$ cat config.mk
export PLATFORM = sky130hd
export DESIGN_NAME = bitcoin_nonce_sched
export DESIGN_NICKNAME = d
export VERILOG_FILES = /design/src/rtl/bitcoin_nonce_sched.sv
export SDC_FILE = /design/constraint.sdc
export NUM_CORES = 1
export LEC_CHECK = 0
export BUFFER_PORTS_ARGS = -buffer_cell sky130_fd_sc_hd__buf_4
export CAP_MARGIN = 20
export CORE_MARGIN = 3
export CORE_UTILIZATION = 40
export DETAILED_ROUTE_END_ITERATION = 10
export HOLD_SLACK_MARGIN = 0.05
export PLACE_DENSITY = 0.64
export SYNTH_ARGS = -nofsm -noshare
export SYNTH_HDL_FRONTEND = slang
export SYNTH_SLANG_ARGS = --single-unit
$ cat constraint.sdc
create_clock -name clk -period 5.7 [get_ports clk]
set_clock_uncertainty 0.1 [all_clocks]
set_input_delay 0.57 -clock clk [delete_from_list [all_inputs] [get_ports clk]]
set_output_delay 0.57 -clock clk [all_outputs]
set_load 0.1 [all_outputs]
$ cat src/rtl/bitcoin_nonce_sched.sv
// rtl/bitcoin_nonce_sched.sv - round-robin nonce dispatch, digest collection and result write-back
// Optional per-worker watchdog: BITCOIN_NONCE_SCHED_WDOG_EN
module bitcoin_nonce_sched #(
    parameter int NUM_WORKERS = 4,
    parameter int NONCE_COUNT = 16,
    parameter int WDOG_CYCLES = 512
) (
    input  logic                      clk,
    input  logic                      reset,
    input  logic                      start,
    input  logic [15:0]               output_addr,
    output logic                      done,
    output logic [NUM_WORKERS-1:0]    wk_start,
    output logic [32*NUM_WORKERS-1:0] wk_nonce,
    output logic [NUM_WORKERS-1:0]    wk_abort,
    input  logic [NUM_WORKERS-1:0]    wk_done,
    input  logic [32*NUM_WORKERS-1:0] wk_result,
    output logic                      mem_we,
    output logic [15:0]               mem_addr,
    output logic [31:0]               mem_write_data,
    output logic                      err
);
    localparam int PW = (NUM_WORKERS > 1) ? $clog2(NUM_WORKERS) : 1;
    localparam int CW = 9;

    if (NUM_WORKERS < 1 || NUM_WORKERS > 8 || NONCE_COUNT < 1 || NONCE_COUNT > 256 ||
        WDOG_CYCLES < 1) begin : g_bad_param
        $error("bitcoin_nonce_sched: parameter out of range");
    end

    typedef enum logic [1:0] {S_IDLE, S_RUN, S_FIN} state_t;

    state_t           r_state;
    state_t           w_state_nxt;
    logic [15:0]      r_base;
    logic [CW-1:0]    r_next_nonce;
    logic [CW-1:0]    r_written;
    logic [NUM_WORKERS-1:0] r_busy;
    logic [NUM_WORKERS-1:0] r_pending;
    logic [PW-1:0]    r_disp_ptr;
    logic [PW-1:0]    r_wr_ptr;
    logic [31:0]      r_nonce  [NUM_WORKERS];
    logic [31:0]      r_result [NUM_WORKERS];
    logic             r_err;

    logic             w_accept;
    logic             w_disp_fire;
    logic [PW-1:0]    w_disp_idx;
    logic [PW-1:0]    w_disp_cand;
    logic             w_wr_fire;
    logic [PW-1:0]    w_wr_idx;
    logic [PW-1:0]    w_wr_cand;
    logic [NUM_WORKERS-1:0] w_abort;

    assign w_accept = (r_state == S_IDLE) && start;

    // Both arbiters pick the first candidate at or after their own pointer.
    always_comb begin
        w_disp_fire = 1'b0;
        w_disp_idx  = '0;
        w_disp_cand = '0;
        w_wr_fire   = 1'b0;
        w_wr_idx    = '0;
        w_wr_cand   = '0;
        if (r_state == S_RUN) begin
            for (int k = 0; k < NUM_WORKERS; k++) begin
                w_disp_cand = PW'((int'(r_disp_ptr) + k) % NUM_WORKERS);
                if (!w_disp_fire && !r_busy[w_disp_cand] && !r_pending[w_disp_cand] &&
                    (r_next_nonce < CW'(NONCE_COUNT))) begin
                    w_disp_fire = 1'b1;
                    w_disp_idx  = w_disp_cand;
                end
                w_wr_cand = PW'((int'(r_wr_ptr) + k) % NUM_WORKERS);
                if (!w_wr_fire && r_pending[w_wr_cand]) begin
                    w_wr_fire = 1'b1;
                    w_wr_idx  = w_wr_cand;
                end
            end
        end
    end

    always_comb begin
        wk_start = '0;
        wk_nonce = '0;
        for (int i = 0; i < NUM_WORKERS; i++) begin
            wk_start[i] = w_disp_fire && (w_disp_idx == PW'(i));
            wk_nonce[32*i +: 32] = wk_start[i] ? 32'(r_next_nonce) : r_nonce[i];
        end
    end

    always_comb begin
        mem_we         = w_wr_fire;
        mem_addr       = '0;
        mem_write_data = '0;
        if (w_wr_fire) begin
            mem_addr       = r_base + r_nonce[w_wr_idx][15:0];
            mem_write_data = r_result[w_wr_idx];
        end
    end

    assign done     = (r_state == S_FIN);
    assign err      = r_err;
    assign wk_abort = w_abort;

    always_comb begin
        w_state_nxt = r_state;
        case (r_state)
            S_IDLE:  if (start) w_state_nxt = S_RUN;
            S_RUN:   if (w_wr_fire && (r_written + CW'(1) == CW'(NONCE_COUNT))) w_state_nxt = S_FIN;
            S_FIN:   w_state_nxt = S_IDLE;
            default: w_state_nxt = S_IDLE;
        endcase
    end

    always_ff @(posedge clk) begin
        if (reset) begin
            r_state      <= S_IDLE;
            r_base       <= '0;
            r_next_nonce <= '0;
            r_written    <= '0;
            r_busy       <= '0;
            r_pending    <= '0;
            r_disp_ptr   <= '0;
            r_wr_ptr     <= '0;
            r_err        <= 1'b0;
            for (int i = 0; i < NUM_WORKERS; i++) begin
                r_nonce[i]  <= '0;
                r_result[i] <= '0;
            end
        end else begin
            r_state <= w_state_nxt;
            if (w_accept) begin
                r_base       <= output_addr;
                r_next_nonce <= '0;
                r_written    <= '0;
                r_busy       <= '0;
                r_pending    <= '0;
                r_disp_ptr   <= '0;
                r_wr_ptr     <= '0;
                r_err        <= 1'b0;
            end else begin
                for (int i = 0; i < NUM_WORKERS; i++) begin
                    // A timeout wins over a completion arriving in the same cycle.
                    if (w_abort[i]) begin
                        r_busy[i]    <= 1'b0;
                        r_pending[i] <= 1'b1;
                        r_result[i]  <= 32'hDEADBEEF;
                        r_err        <= 1'b1;
                    end else if (wk_done[i]) begin
                        if (r_busy[i]) begin
                            r_result[i]  <= wk_result[32*i +: 32];
                            r_busy[i]    <= 1'b0;
                            r_pending[i] <= 1'b1;
                        end else begin
                            r_err <= 1'b1;
                        end
                    end
                    if (wk_start[i]) begin
                        r_busy[i]  <= 1'b1;
                        r_nonce[i] <= 32'(r_next_nonce);
                    end
                    if (w_wr_fire && (w_wr_idx == PW'(i))) r_pending[i] <= 1'b0;
                end
                if (w_disp_fire) begin
                    r_next_nonce <= r_next_nonce + CW'(1);
                    r_disp_ptr   <= PW'((int'(w_disp_idx) + 1) % NUM_WORKERS);
                end
                if (w_wr_fire) begin
                    r_written <= r_written + CW'(1);
                    r_wr_ptr  <= PW'((int'(w_wr_idx) + 1) % NUM_WORKERS);
                end
            end
        end
    end

`ifdef BITCOIN_NONCE_SCHED_WDOG_EN
    localparam int WW = $clog2(WDOG_CYCLES + 1);
    logic [WW-1:0] r_wdog [NUM_WORKERS];

    always_comb begin
        w_abort = '0;
        for (int i = 0; i < NUM_WORKERS; i++)
            w_abort[i] = r_busy[i] && (r_wdog[i] == WW'(WDOG_CYCLES - 1));
    end

    always_ff @(posedge clk) begin
        for (int i = 0; i < NUM_WORKERS; i++) begin
            if (reset || w_accept || wk_start[i]) r_wdog[i] <= '0;
            else if (r_busy[i])                   r_wdog[i] <= r_wdog[i] + WW'(1);
        end
    end
`else
    assign w_abort = '0;
`endif

endmodule

==> run_results.csv, run 1 <==
group,metric,value,unit
outcome,status,"finished, final reports clean",
sta,post-route-period-util,90.99,%
drt,wl_per_cell,17.19,um
sta,setup_tns,0,ns
critical_path,reg2reg_from,"r_disp_ptr[1]",
cts,cts_tree,"built",
drt,vias_per_cell,4.825,
critical_path,rrSetupSlack,2.37,ns
placement,place_hpwl,20.13,mm
critical_path,slowest_stage,"a21oi_1",
sta,slew_viol_final,0,
synth,synth_seq_area_share,51.84,%
floorplanning,design.die.area,0.03054,mm^2
placement,post_dp_cell_area,0.01312,mm^2
cts,cts_resized,0,
min_path,min_path_type,"input port to flop",
global_route,first_global_vias,7791,
global_route,antenna_found_initial,0,
pwr,ir_worst_vdd,184.7,uV
pwr,pwr-share-clk,39.9,%
critical_path,path_class,"flop to output pin",
global_route,grtUsageMet1,23.13,%
sta,relSlewSlack,29.87,%
global_route,grt_use_total,17.70,%
pwr,intPower,2.867,mW
sta,tightest_slew,1.052,ns
critical_path,crit_path_start_kind,"flop",
drt,postRouteAntennaNets,0,
drt,drc_errors,0,
placement,gp_congestion,0.8336,
cts,root_buffer,"clkbuf_16",
global_route,overflow,0,
drt,drt-pass1-iter-count,5,
critical_path,critPathLaunch,"r_pending[1]",
cts,clk_latency,0.52,ns
global_route,grt_first_pass_wirelength,42.86,mm
floorplanning,core-area,0.02793,mm^2
pwr,powerDensity,290.5,mW/mm^2
cts,cts.sink_count,213,
critical_path,cp-endpoint,"mem_addr[15]",
global_route,busiest_layer,"met2",
synth,synthArstFlopShare,0,%
placement,port_buffers,241,
layout,num_antenna_cells,0,
sta,clock.fmax,192.8,MHz
critical_path,rr_worst_depth,9,
sta,rsz0062_at_grt,"false",
layout,fin_nets,1440,
global_route,met2_usage,30.22,%
synth,ys_types,65,
global_route,grt_max_degree,56,
critical_path,required,5.03,ns
floorplanning,io_pins,338,
critical_path,regToRegEndpoint,"r_nonce[0][8]",
cts,h-tree-depth,1,
pwr,comb_power_share,16.9,%
sta,min_period,5.186,ns
critical_path,crit_arrival,4.52,ns
critical_path,critPathCaptureType,"output pin",
floorplanning,start_util,40.78,%
floorplanning,row_count,61,
pwr,power,4.073,mW
run,cap_violations,0,
floorplanning,die_h,174.8,um
cts,cts_buffer_depth,3,
pwr,switchingPower,1.206,mW
floorplanning,die_w,174.8,um
drt,routed-via-count,8034,
drt,drt_iter0_markers,426,
synth,synth_ff_type,"edfxtp_1",
pwr,leakage,5.648,nW
critical_path,cp_slowest_stage_delay,0.51,ns
layout,utilization,50.20,%
layout,drive_gt1_share,24.40,%
synth,synth_edf_count,164,
pwr,seqPwrFrac,43.2,%
sta,final-setup-viol-count,0,
synth,ys_seq_elements,213,
global_route,grt_use_met3,3.477,%
layout,synthToLayoutAreaGrowth,23.10,%
pwr,switching_share,29.61,%
layout,final_area,0.01402,mm^2
synth,syn_avg_cell_area,11.19,um^2
critical_path,path_cells,"o221ai_1 > a21o_1 > or2_1 > buf_4 > inv_2 > mux2i_1 > ha_1 > a21oi_1 > nand2_1 > a21oi_1 > nor3b_1 > xnor2_1 > nor2_1 > buf_4",
synth,netlist_area,0.01139,mm^2
cts,path_clk_slew,0.06,ns
cts,holdBufCountCts,0,
synth,postSynthCellCount,1018,
critical_path,crit_path_max_fanout,35,
sta,final-hold-violation-count,0,
synth,yosys_warnings,0,
cts,cts_buffers,25,
drt,routed_wl,28.62,mm
-- worst min-delay path by stage --
stage / start / end / slack [ns] / cells after the start
after floorplan: r_next_nonce[8] / r_next_nonce[8] / 0.33 / 1
after global placement: r_next_nonce[7] / r_next_nonce[7] / 0.35 / 1
after detailed placement: r_next_nonce[8] / r_next_nonce[8] / 0.35 / 1
after CTS: output_addr[2] / r_base[2] / 0.17 / 3
after global routing: output_addr[2] / r_base[2] / 0.19 / 3
final: output_addr[2] / r_base[2] / 0.19 / 3
-- power groups by stage --
| stage | logic [mW] | registers [mW] | clock network, mW |
|---|---|---|---|
| after floorplan | 0.588 | 1.78 | 0 |
| after global placement | 0.689 | 1.79 | 0 |
| after detailed placement | 0.691 | 1.79 | 0 |
| after CTS | 0.692 | 1.76 | 1.65 |
| after global routing | 0.722 | 1.76 | 1.72 |
| final | 0.690 | 1.76 | 1.62 |
-- cell families after synthesis --
logic type / share of synthesized area [%]
mux: 10.12
simple gates: 17.17
other cells: 0.03292
buf+inv: 10.05
compound gates: 6.952
xor+xnor: 1.384
flops: 51.84
fa+ha+maj: 2.460
-- layout by cell type, fill, tap and decap left out, types with 33 or more instances in the layout --
cell type / netlist / final
edfxtp_1: 164 / 164
nand2_1: 65 / 65
o22ai_1: 33 / 33
mux2i_1: 96 / 96
a21oi_1: 43 / 43
dfxtp_1: 49 / 49
nor2_1: 55 / 55
and2_1: 155 / 155
conb_1: 1 / 116
buf_4: 100 / 257
-- metal layers --
| layer | routed length, um | part of all wire, % | vias to the layer above |
|---|---|---|---|
| met5 | 0 | 0 | - |
| met4 | 777 | 2.7 | 0 |
| met3 | 1845 | 6.4 | 45 |
| met2 | 13890 | 49 | 302 |
| met1 | 12110 | 42 | 3812 |
| li1 | - | - | 3875 |
-- metrics by stage --
step                      setup WS [ns]  instances  hold slack, ns
after global placement            1.098       1611          0.3455
after floorplan                  0.4173       1133          0.3305
final                            0.5137       1665          0.1949
after detailed placement         0.9513       1612          0.3493
after CTS                        0.3773       1658          0.1716
after global routing             0.1028       1665          0.1871
-- timing repair --
item / CTS / global route
setup buffers: 0 / 7
endpoints found under the hold margin: 0 / 0
setup endpoints to repair: 0 / 2
-- layout make-up --
type / instances / area [um^2]
Multi-Input combinational cell: 750 / 4773
Sequential cell: 213 / 5906
Timing Repair Buffer: 259 / 1964
Inverter: 19 / 71.32
Fill cell: 2548 / 13910
Clock buffer: 32 / 651.9
Clock inverter: 14 / 183.9
Tap cell: 378 / 473.0
-- cell usage after synthesis, types with 3 or more instances --
cell | instances | area [um^2]
o211ai_1 | 3 | 22.52
dfxtp_1 | 49 | 980.9
a211oi_1 | 8 | 60.06
buf_4 | 100 | 750.7
nor4_1 | 4 | 25.02
nand3_1 | 10 | 50.05
inv_2 | 6 | 22.52
nor3_1 | 9 | 45.04
ha_1 | 20 | 250.2
and2_1 | 155 | 969.7
and3_1 | 10 | 62.56
nand2_1 | 65 | 244.0
buf_2 | 6 | 30.03
or2_1 | 3 | 18.77
nor2_1 | 55 | 206.5
a21oi_1 | 43 | 215.2
nor2b_1 | 4 | 25.02
xor2_1 | 11 | 96.34
o22ai_1 | 33 | 206.5
xnor2_1 | 7 | 61.31
o21ai_1 | 7 | 35.03
nand2b_1 | 11 | 68.82
o31ai_1 | 4 | 30.03
a31o_2 | 4 | 35.03
nor3b_1 | 7 | 52.55
mux2i_1 | 96 | 960.9
nand4_1 | 3 | 18.77
buf_12 | 6 | 120.1
nand2_2 | 3 | 18.77
mux2_1 | 16 | 180.2
edfxtp_1 | 164 | 4925
o21ai_0 | 7 | 35.03
inv_1 | 13 | 48.80
clkbuf_1 | 35 | 131.4
-- state kept, by name, summed over array words and instances (netlist names), 2 cells and up --
signal / count
r_result: 128
r_nonce: 36
r_base: 16
r_next_nonce: 9
r_written: 9
r_busy: 4
r_pending: 4
r_disp_ptr: 2
r_state: 2
r_wr_ptr: 2
-- worst max-delay path, delay by kind of cell, from the launching register on --
family	cells	cell delay [ns]
muxes	1	0.30
DFF	1	0.50
buffers and inverters	3	0.91
xor gates and xnor gates	1	0.14
and+or+nand+nor	4	0.53
AOI/OAI and AO/OA	4	1.27
adders and majority gates	1	0.33
Note: power is estimated with default switching activity, not from simulation.
==> run 2: changes to the inputs <==
Settings changed: CELL_PAD_IN_SITES_DETAIL_PLACEMENT from default to 1, CELL_PAD_IN_SITES_GLOBAL_PLACEMENT from default to 2, CORE_UTILIZATION 40 to 35, PLACE_DENSITY 0.64 to default, PLACE_DENSITY_LB_ADDON from default to 0.1.
==> run 2 against run 1 <==
Net effect:
- combinational power is 1% higher
- critical path depth stayed put
- utilization is 6.1 points lower
- critical path type unchanged
- largest power group unchanged
- global-route usage is 0.44 points higher
==> run_results.csv, run 2 (synthesis gave the netlist of run 1 again) <==
group,metric,value,unit
critical_path,reg2reg_from,"r_disp_ptr[1]",
floorplanning,row_count,65,
cts,cts_buffers,25,
cts,path_clk_slew,0.06,ns
sta,final-setup-viol-count,0,
critical_path,cpLargestDelayFamily,"compound AO/OA/AOI/OAI gates",
cts,cts.sink_count,213,
floorplanning,die_h,186.4,um
critical_path,crit_arrival,4.63,ns
drt,routed-via-count,8060,
drt,wl_per_cell,19.02,um
layout,largest_reg_flops,128,
placement,post_dp_cell_area,0.01319,mm^2
critical_path,rr_worst_depth,9,
layout,top_regs,"r_result: 128 flops, r_nonce: 36 flops, r_base: 16 flops",
layout,synthToLayoutAreaGrowth,23.12,%
layout,multiInputGateArea,0.004773,mm^2
cts,h-tree-depth,1,
layout,utilization,44.11,%
cts,root_buffer,"clkbuf_16",
critical_path,path_class,"flop to output pin",
critical_path,crit_path_start_kind,"flop",
cts,cts_resized,0,
global_route,grt_first_pass_wirelength,49.78,mm
layout,fillers,3527,
sta,clock.fmax,188.5,MHz
drt,drt_iter0_markers,338,
floorplanning,io_pins,338,
critical_path,required,5.03,ns
sta,min_period,5.305,ns
min_path,hold_path.startpoint,"output_addr[9]",
critical_path,regToRegEndpoint,"r_nonce[0][3]",
layout,num_antenna_cells,0,
floorplanning,start_util,35.83,%
sta,post-route-period-util,93.06,%
global_route,grt_use_met3,4.171,%
critical_path,rrSetupSlack,2.32,ns
run,cap_violations,0,
critical_path,path_cells,"and4bb_1 > o21ai_1 > nand2_1 > a31oi_4 > mux2i_1 > mux2i_1 > ha_1 > a21oi_1 > nand2_1 > a21oi_1 > nor3b_1 > xnor2_1 > nor2_1 > buf_4",
critical_path,critPathCaptureType,"output pin",
global_route,first_global_vias,8450,
critical_path,crit_path_max_fanout,17,
floorplanning,core-area,0.03180,mm^2
sta,fin_hold_ws,0.1961,ns
pwr,leakage,5.599,nW
critical_path,cp_slowest_stage_delay,0.59,ns
sta,rsz0062_at_grt,"false",
global_route,overflow,0,
layout,final_common_cell,"buf_4",
layout,drive_gt1_share,24.12,%
floorplanning,design.die.area,0.03475,mm^2
global_route,busiest_layer,"met2",
placement,port_buffers,241,
layout,seqCellArea,0.005906,mm^2
pwr,power,3.992,mW
critical_path,critical_path_buf_inv_count,1,
layout,mostFrequentLayoutCells,"252 x buf_4, 164 x edfxtp_1, 155 x and2_1, 116 x conb_1, 96 x mux2i_1",
layout,final_area,0.01403,mm^2
placement,gp_congestion,0.8027,
pwr,powerDensity,284.6,mW/mm^2
cts,cts_tree,"built",
drt,drt-pass1-iter-count,4,
layout,top_register,"r_result",
layout,fin_nets,1436,
global_route,grt_max_degree,45,
sta,final-hold-violation-count,0,
cts,holdBufCountCts,0,
min_path,hold_depth,3,
cts,cts_buffer_depth,3,
sta,slew_viol_final,0,
placement,place_hpwl,22.80,mm
drt,vias_per_cell,4.697,
sta,tightest_slew,1.081,ns
drt,routed_wl,32.63,mm
global_route,antenna_found_initial,1,
drt,postRouteAntennaNets,0,
critical_path,slowest_stage,"a31oi_4",
drt,drc_errors,0,
min_path,min_path_type,"input port to flop",
cts,clk_latency,0.53,ns
global_route,grtUsageMet1,23.40,%
global_route,grt_use_total,18.13,%
sta,relSlewSlack,27.70,%
sta,setup_tns,0,ns
floorplanning,die_w,186.4,um
min_path,hold_path_end,"r_base[9]",
global_route,met2_usage,31.39,%
pwr,ir_worst_vdd,180.6,uV
cts,post_cts_buffers,0,
outcome,status,"finished, final reports clean",
[run 2: changes by cell type in the layout (fill, tap and decap cells not counted)]
cell / previous run / this run
buf_4: 257 / 252
bufinv_16: 4 / 2
clkinvlp_4: 0 / 2
buf_16: 0 / 1
clkinv_2: 4 / 3
inv_6: 1 / 0
or2_1: 3 / 2
or2_2: 1 / 2
[run 2: metrics by stage]
step           instances  worst slack, ns
2_1_floorplan       1133           0.4173
5_1_grt             1716       0.00006262
3_3_place_gp        1669            1.023
4_1_cts             1713           0.3510
3_5_place_dp        1669           0.9218
6_report            1716           0.3955
[run 2: final cells by class]
class | instances | share of cell area, %
sequential | 213 | 42.11
multi-input combinational | 750 | 34.03
timing repair buffer | 255 | 13.93
clock buffer | 32 | 4.648
tap | 435 | 3.880
clock inverter | 12 | 0.8921
inverter | 19 | 0.5085
[run 2: power by group]
part	leakage, nW	internal (mW)	switching [mW]
clock network	0.373	0.900	0.632
registers	2.08	1.73	0.0326
logic	3.14	0.148	0.551
[run 2: worst max-delay path by stage]
stage,end,slack (ns),depth (start not counted),startpoint
2_1_floorplan,mem_addr[4],0.42,15,r_pending[0]
3_3_place_gp,mem_addr[13],1.02,14,r_pending[1]
3_5_place_dp,mem_addr[15],0.92,14,r_pending[1]
4_1_cts,mem_addr[15],0.35,14,r_pending[1]
5_1_grt,mem_addr[15],0.00006,15,r_pending[1]
6_report,mem_addr[15],0.40,14,r_pending[1]
[run 2: metal layers]
layer / vias up / share of wire [%]
met4: 2 / 1.7
met5: - / 0.061
li1: 3872 / -
met3: 35 / 6.4
met1: 3914 / 44
met2: 237 / 48
[run 2: worst register-to-register path, stage by stage (launching register included)]
cell	delay [ns]
dfxtp_1	0.39
or4_4	0.57
nor4_4	0.20
a31o_1	0.17
o21ai_1	0.06
a21boi_1	0.20
o31ai_1	0.13
ha_1	0.22
nand2_1	0.50
nand2b_1	0.47
